==> src/rtl/alu_pkg.sv <==
// alu_pkg: shared ALU opcodes, driver FSM state type and default widths
package alu_pkg;
    localparam int NB_DATA_DEF = 8;
    localparam int NB_OP_DEF   = 6;
    localparam logic [5:0] OP_ADD = 6'b100000;
    localparam logic [5:0] OP_SUB = 6'b100010;
    localparam logic [5:0] OP_AND = 6'b100100;
    localparam logic [5:0] OP_OR  = 6'b100101;
    localparam logic [5:0] OP_XOR = 6'b100110;
    localparam logic [5:0] OP_NOR = 6'b100111;
    localparam logic [5:0] OP_SRA = 6'b000011;
    localparam logic [5:0] OP_SRL = 6'b000010;
    typedef enum logic [2:0] {
        S_IDLE,
        S_LOAD_A,
        S_GAP_A,
        S_LOAD_B,
        S_GAP_B,
        S_LOAD_OP,
        S_WAIT,
        S_RESP
    } drv_state_t;
endpackage

==> src/rtl/alu_ref_model.sv <==
// alu_ref_model: combinational golden ALU that flags a disagreeing result/carry/zero
module alu_ref_model
    import alu_pkg::*;
#(
    parameter int NB_DATA = NB_DATA_DEF,
    parameter int NB_OP   = NB_OP_DEF
) (
    input  logic [NB_DATA-1:0] a,
    input  logic [NB_DATA-1:0] b,
    input  logic [NB_OP-1:0]   op,
    input  logic [NB_DATA-1:0] alu_data,
    input  logic               alu_carry,
    input  logic               alu_zero,
    output logic               mismatch
);
    logic [NB_DATA:0]   sum;
    logic [NB_DATA-1:0] res;
    logic               carry_chk;
    logic               known;
    // expected result per opcode; carry only checked for ADD/SUB, unknown ops never flag
    always_comb begin
        sum       = '0;
        res       = '0;
        carry_chk = 1'b0;
        known     = 1'b1;
        case (op)
            NB_OP'(OP_ADD): begin
                sum       = {1'b0, a} + {1'b0, b};
                res       = sum[NB_DATA-1:0];
                carry_chk = 1'b1;
            end
            NB_OP'(OP_SUB): begin
                sum       = {1'b0, a} + {1'b0, ~b} + {{NB_DATA{1'b0}}, 1'b1};
                res       = sum[NB_DATA-1:0];
                carry_chk = 1'b1;
            end
            NB_OP'(OP_AND): res = a & b;
            NB_OP'(OP_OR):  res = a | b;
            NB_OP'(OP_XOR): res = a ^ b;
            NB_OP'(OP_NOR): res = ~(a | b);
            NB_OP'(OP_SRA): res = $signed(a) >>> b;
            NB_OP'(OP_SRL): res = a >> b;
            default:        known = 1'b0;
        endcase
        mismatch = known & ((alu_data != res) | (alu_zero != (res == '0)) |
                            (carry_chk & (alu_carry != sum[NB_DATA])));
    end
endmodule

==> src/rtl/alu_operand_driver.sv <==
// alu_operand_driver: replays a command as A/B/opcode load pulses, waits, returns the ALU result.
// Optional ALU_DRIVER_SELFCHECK_EN adds o_rsp_mismatch from an internal golden model.
module alu_operand_driver
    import alu_pkg::*;
#(
    parameter int NB_DATA     = NB_DATA_DEF,
    parameter int NB_OP       = NB_OP_DEF,
    parameter int GAP_CYCLES  = 1,
    parameter int RESULT_WAIT = 2
) (
    input  logic               i_clk,
    input  logic               i_reset,
    input  logic               i_cmd_valid,
    output logic               o_cmd_ready,
    input  logic [NB_DATA-1:0] i_cmd_a,
    input  logic [NB_DATA-1:0] i_cmd_b,
    input  logic [NB_OP-1:0]   i_cmd_op,
    output logic [NB_DATA-1:0] o_data,
    output logic               o_enable_1,
    output logic               o_enable_2,
    output logic               o_enable_3,
    input  logic [NB_DATA-1:0] i_alu_data,
    input  logic               i_alu_carry,
    input  logic               i_alu_zero,
    output logic               o_rsp_valid,
    input  logic               i_rsp_ready,
    output logic [NB_DATA-1:0] o_rsp_data,
    output logic               o_rsp_carry,
    output logic               o_rsp_zero,
`ifdef ALU_DRIVER_SELFCHECK_EN
    output logic               o_rsp_mismatch,
`endif
    output logic               o_busy
);
    localparam int CNT_MAX = (GAP_CYCLES > RESULT_WAIT) ? GAP_CYCLES : RESULT_WAIT;
    localparam int CW      = $clog2(CNT_MAX + 1);
    localparam logic [CW-1:0] GAP_LD  = CW'((GAP_CYCLES > 0) ? GAP_CYCLES - 1 : 0);
    localparam logic [CW-1:0] WAIT_LD = CW'(RESULT_WAIT - 1);
    drv_state_t         state, state_n;
    logic [CW-1:0]      cnt, cnt_n;
    logic [NB_DATA-1:0] a_q, b_q;
    logic [NB_OP-1:0]   op_q;
    logic [NB_DATA-1:0] op_word;
    logic               accept;
    logic               capture;
    assign accept  = (state == S_IDLE) && i_cmd_valid;
    assign capture = (state == S_WAIT) && (cnt == '0);
    assign op_word = NB_DATA'(op_q) << (NB_DATA - NB_OP);
    assign o_cmd_ready = (state == S_IDLE);
    assign o_busy      = (state != S_IDLE);
    assign o_enable_1  = (state == S_LOAD_A);
    assign o_enable_2  = (state == S_LOAD_B);
    assign o_enable_3  = (state == S_LOAD_OP);
    assign o_rsp_valid = (state == S_RESP);
    assign o_data = (state == S_LOAD_A  || state == S_GAP_A) ? a_q :
                    (state == S_LOAD_B  || state == S_GAP_B) ? b_q :
                    (state == S_LOAD_OP || state == S_WAIT)  ? op_word : '0;
    // next state; counters are reloaded on entry and hold at zero instead of wrapping
    always_comb begin
        state_n = state;
        cnt_n   = cnt;
        case (state)
            S_IDLE:    state_n = i_cmd_valid ? S_LOAD_A : S_IDLE;
            S_LOAD_A: begin
                state_n = (GAP_CYCLES == 0) ? S_LOAD_B : S_GAP_A;
                cnt_n   = GAP_LD;
            end
            S_GAP_A: begin
                state_n = (cnt == '0) ? S_LOAD_B : S_GAP_A;
                cnt_n   = (cnt == '0) ? cnt : cnt - CW'(1);
            end
            S_LOAD_B: begin
                state_n = (GAP_CYCLES == 0) ? S_LOAD_OP : S_GAP_B;
                cnt_n   = GAP_LD;
            end
            S_GAP_B: begin
                state_n = (cnt == '0) ? S_LOAD_OP : S_GAP_B;
                cnt_n   = (cnt == '0) ? cnt : cnt - CW'(1);
            end
            S_LOAD_OP: begin
                state_n = S_WAIT;
                cnt_n   = WAIT_LD;
            end
            S_WAIT: begin
                state_n = (cnt == '0) ? S_RESP : S_WAIT;
                cnt_n   = (cnt == '0) ? cnt : cnt - CW'(1);
            end
            S_RESP:    state_n = i_rsp_ready ? S_IDLE : S_RESP;
            default:   state_n = S_IDLE;
        endcase
    end
    // state and counter registers; reset aborts any sequence in flight
    always_ff @(posedge i_clk or negedge i_reset) begin
        if (!i_reset) begin
            state <= S_IDLE;
            cnt   <= '0;
        end else begin
            state <= state_n;
            cnt   <= cnt_n;
        end
    end
    // command latch on acceptance and result capture in the last settle cycle
    always_ff @(posedge i_clk or negedge i_reset) begin
        if (!i_reset) begin
            a_q         <= '0;
            b_q         <= '0;
            op_q        <= '0;
            o_rsp_data  <= '0;
            o_rsp_carry <= 1'b0;
            o_rsp_zero  <= 1'b0;
        end else begin
            if (accept) begin
                a_q  <= i_cmd_a;
                b_q  <= i_cmd_b;
                op_q <= i_cmd_op;
            end
            if (capture) begin
                o_rsp_data  <= i_alu_data;
                o_rsp_carry <= i_alu_carry;
                o_rsp_zero  <= i_alu_zero;
            end
        end
    end
`ifdef ALU_DRIVER_SELFCHECK_EN
    logic mismatch;
    alu_ref_model #(.NB_DATA(NB_DATA), .NB_OP(NB_OP)) u_ref (
        .a        (a_q),
        .b        (b_q),
        .op       (op_q),
        .alu_data (i_alu_data),
        .alu_carry(i_alu_carry),
        .alu_zero (i_alu_zero),
        .mismatch (mismatch)
    );
    // mismatch flag captured together with the response fields
    always_ff @(posedge i_clk or negedge i_reset) begin
        if (!i_reset)
            o_rsp_mismatch <= 1'b0;
        else if (capture)
            o_rsp_mismatch <= mismatch;
    end
`endif
endmodule

==> config.mk <==
export PLATFORM = sky130hd
export DESIGN_NAME = alu_operand_driver
export DESIGN_NICKNAME = d
export VERILOG_FILES = /design/src/rtl/alu_pkg.sv /design/src/rtl/alu_ref_model.sv /design/src/rtl/alu_operand_driver.sv
export SDC_FILE = /design/constraint.sdc
export NUM_CORES = 1
export LEC_CHECK = 0
export CAP_MARGIN = 15
export CORE_UTILIZATION = 42
export CTS_BUF_LIST = sky130_fd_sc_hd__clkbuf_8 sky130_fd_sc_hd__clkbuf_16
export CTS_CLUSTER_DIAMETER = 200
export DETAILED_ROUTE_END_ITERATION = 12
export PLACE_DENSITY = 0.76
export SYNTH_ARGS = -nofsm -noshare
export SYNTH_HDL_FRONTEND = slang
export SYNTH_HIERARCHICAL = 1
export SYNTH_SLANG_ARGS = --single-unit
==> constraint.sdc <==
create_clock -name i_clk -period 1.5 [get_ports i_clk]
set_input_delay 0.225 -clock i_clk [delete_from_list [all_inputs] [get_ports i_clk]]
set_output_delay 0.225 -clock i_clk [all_outputs]
set_load 0.02 [all_outputs]
==> out/metrics.csv <==
stage;metric;value;unit
run_status;outcome;finished with violations;
run_status;failing checks;setup timing;
sta;Hold Vio Cnt, Final;0;
cells_and_area;Design Area, Final;0.00326;mm²
global_route;vias in the first global route;1519;
cells_and_area;proportion of layout cells with a drive suffix above 1;54.6;%
cells_and_area;fill cell count;242;
clock_tree;Inserted Clock Buffers;5;
worst_setup_path;worst r2r src;state[2];
logic_synthesis;Yosys cell types;32;
logic_synthesis;Compound-Gate Fraction of Synth Area;7.75;%
cells_and_area;multi-input logic area;0.00109;mm²
logic_synthesis;post-synthesis mux area share;29.9;%
routing;Routed Antenna Nets;0;
sta;slew margin rel.;67.3;%
routing;WL met2;2740;µm
worst_setup_path;R2R depth;6;
place;routability cong.;0.774;
place;pre-CTS setup slack;-487;ps
logic_synthesis;number of flops mapped to enable cells by yosys;0;
sta;Slew Limit Fails;0;
pwr;combinational power share;65.3;%
routing;via density per instance;5.29;
sta;Setup TNS;-7800;ps
pwr;register share of total power;25.2;%
logic_synthesis;main area contributors after synthesis;dfrtp_1 49%, mux2_4 24%, mux2i_1 4.2%, o2bb2ai_1 3.2%, buf_6 2.4%;
pwr;PD cells;2330;mW/mm²
global_route;first-pass GRT wire length;7620;µm
worst_setup_path;CP Cell Sequence;buf_6 -> nor4bb_2 -> a31oi_1 -> o21ai_1 -> buf_4;
logic_synthesis;Avg Synthesized Cell Area;13.6;µm²
logic_synthesis;Synth area leader;dfrtp_1;
logic_synthesis;Post-Synth XOR/XNOR Area;0.464;%
logic_synthesis;Synth top area share;49.0;%
sta;setup ws final;-316;ps
routing;M1 WL;2280;µm
logic_synthesis;Syn Nets;176;
worst_setup_path;setup slack, reg-to-reg;-210;ps
worst_setup_path;nature of the critical path endpoint;primary output;
logic_synthesis;Top FF cell, synth;dfrtp_1;
routing;routed len/inst;18.2;µm
clock_tree;CTS Sinks;37;
global_route;initial antenna violation count;0;
pwr;total power draw;0.00758;W
logic_synthesis;ys async rst share;100;%
clock_tree;CTS root buffer;clkbuf_8;
logic_synthesis;count leader, synth;dfrtp_1;
clock_tree;Max Root-Sink Buffers;2;
floorplanning;die width;69.0;µm
pwr;worst vdd ir;1.57;mV
floorplanning;num rows;24;
worst_setup_path;Worst Setup Start Kind;flip-flop;
routing;First-pass DRT Iterations;4;
place;Port-buffer cells;59;
cells_and_area;number of diodes;0;
worst_setup_path;Worst Setup SP;state[0];
logic_synthesis;sequential fraction of the synthesis area;49.0;%
pwr;Int Pwr;0.00467;W
clock_tree;H-tree depth;2;
routing;Routed WL;5290;µm
logic_synthesis;flops & latches, synth;37;
clock_tree;Skew-Pair Late Insertion Delay;300;ps
cells_and_area;Register Area;928;µm²
pwr;sw frac;38.5;%
worst_setup_path;Worst R2R End;a_q[1];
place;DP HPWL;2930;µm
routing;top sig layer;met4;
sta;# setup viols final;46;
sta;fmax;551;MHz
pwr;leakage;1.51;nW
global_route;total track usage;20.4;%
worst_setup_path;Setup CP Type;reg -> out;
worst_setup_path;Slowest-stage cell, CP;dfrtp_2;
global_route;pin count of the biggest net entering global routing;38;
logic_synthesis;Mapped Cells;139;
pwr;clock power share;9.5;%
logic_synthesis;Synth top cells by count;37 x dfrtp_1, 30 x mux2_4, 8 x mux2i_1, 7 x o2bb2ai_1, 6 x inv_1;
job;Max Cap Violations;0;
clock_tree;CTS tree;yes;
cells_and_area;Final #Nets;274;
min_path;Hold WC Path Type;in -> async;
routing;WL met3;229;µm
sta;Tmin final;1820;ps
cells_and_area;Non-Filler Instances;290;
logic_synthesis;simple-gate share of the synthesized area;6.69;%
floorplanning;Core Region;0.00432;mm²
logic_synthesis;synthesis warning total;6;
logic_synthesis;adder and majority cell fraction of the synthesized area;0.663;%
worst_setup_path;Required @ worst endpoint;1270;ps
place;cell count after placement;267;
sta;Worst Skew;5.31;ps
sta;slew of the pin with the lowest slew margin;490;ps
routing;1st-iter DRT viols;66;
worst_setup_path;Crit path largest cell delay;460;ps
floorplanning;Starting Density;43.7;%
logic_synthesis;largest family of logic cells by synthesized area;multiplexers;
floorplanning;Die ar.;0.00477;mm²
worst_setup_path;crit-path max FO;6;
place;Placed Area;0.00269;mm²
sta;crit share post-route;121;%
global_route;grt total ovfl;0;
logic_synthesis;area of the mapped netlist;0.00189;mm²
routing;via count;1534;
cells_and_area;area delta synth->final;72.5;%
pwr;Net Sw Power;0.00292;W
floorplanning;# IOs;60;
worst_setup_path;Critical Path AT;1590;ps
sta;RSZ-0062 raised after global routing;true;
floorplanning;die height;69.0;µm
routing;DRC Markers;0;
clock_tree;Clk pin slew, worst setup/hold paths;80;ps
[flip-flops by register name, summed over array words and instances, names as in the netlist]
signal,flops
a_q,8
b_q,8
cnt,2
o_rsp_carry,1
o_rsp_data,8
o_rsp_zero,1
op_q,6
state,3
[layer usage]
| metal | GRT usage (%) | vias to the layer above |
|---|---|---|
| met1 | 26.8 | 787 |
| met2 | 34.1 | 48 |
| met5 | 0 | - |
| met4 | 5.22 | 0 |
| met3 | 4.68 | 4 |
| li1 | - | 695 |
[worst max-delay path by stage]
stage                       end  slack, ps  depth (start not counted)
floorplan           o_rsp_carry        -40                          6
global placement      o_data[5]       -400                          4
detailed placement    o_data[5]       -490                          4
CTS                   o_data[0]       -210                          5
global route          o_data[1]       -370                          5
finish                o_data[1]       -320                          5
[cells by family (layout without fill, tap and decap cells)]
logic type / Yosys count / count (layout)
adders and majority gates: 1 / 1
and+or+nand+nor: 21 / 21
AOI/OAI and AO/OA: 21 / 21
buffers and inverters: 17 / 116
muxes: 41 / 41
DFF: 37 / 37
xor gates and xnor gates: 1 / 1
[power by group through the flow]
stage / Clock [W] / Combinational (W) / Sequential (W)
floorplan: 0 / 0.00209 / 0.00192
global placement: 0 / 0.00358 / 0.00184
detailed placement: 0 / 0.00365 / 0.00185
CTS: 0.000729 / 0.00424 / 0.00185
global route: 0.000770 / 0.00520 / 0.00196
finish: 0.000723 / 0.00495 / 0.00191
[layout by cell type, fill, tap and decap left out, drive strengths merged, types with 2 or more instances in the layout]
cell type / n
inv: 7
o21ai: 4
clkbuf: 6
mux2i: 8
o211ai: 2
buf: 55
nand2: 2
a31oi: 2
a21oi: 3
dlygate4sd2: 4
mux2: 33
dfrtp: 37
clkinv: 2
nor4bb: 2
dlymetal6s2s: 6
clkdlybuf4s50: 34
and3: 3
nand2b: 2
o2bb2ai: 7
nor3: 2
nor2: 5
[worst max-delay path, delay by kind of cell, from the launching register on]
family / cells / cell delay (ps)
AO/OA/AOI/OAI: 2 / 180
buffers and inverters: 2 / 340
flip-flops: 1 / 460
AND/OR/NAND/NOR: 1 / 310
[per-stage QoR]
step / hold WS [ps] / util (%)
floorplan: -70.6 / -
global placement: 290 / 62.3
detailed placement: 297 / 62.3
CTS: 513 / 69.7
global route: 522 / 75.3
finish: 497 / 75.3
[repair_timing]
item / 4_1_cts / 5_1_grt
setup endpoints to repair: 50 / 52
hold endpoints to repair: 37 / 0
pin swaps: 9 / 9
gates cloned: 3 / 1
hold buffers: 1 / 0
resized for setup: 122 / 37
setup buffers: 4 / 8
[cell type report]
| class | count | area share (%) |
|---|---|---|
| well taps | 52 | 2.00 |
| multi-input cells | 85 | 33.4 |
| inverters | 7 | 0.960 |
| repair buffers | 101 | 32.5 |
| clock buffers | 5 | 2.11 |
| clock inverters | 3 | 0.538 |
| flip-flops and latches | 37 | 28.5 |
(Power assumes the default switching activity.)
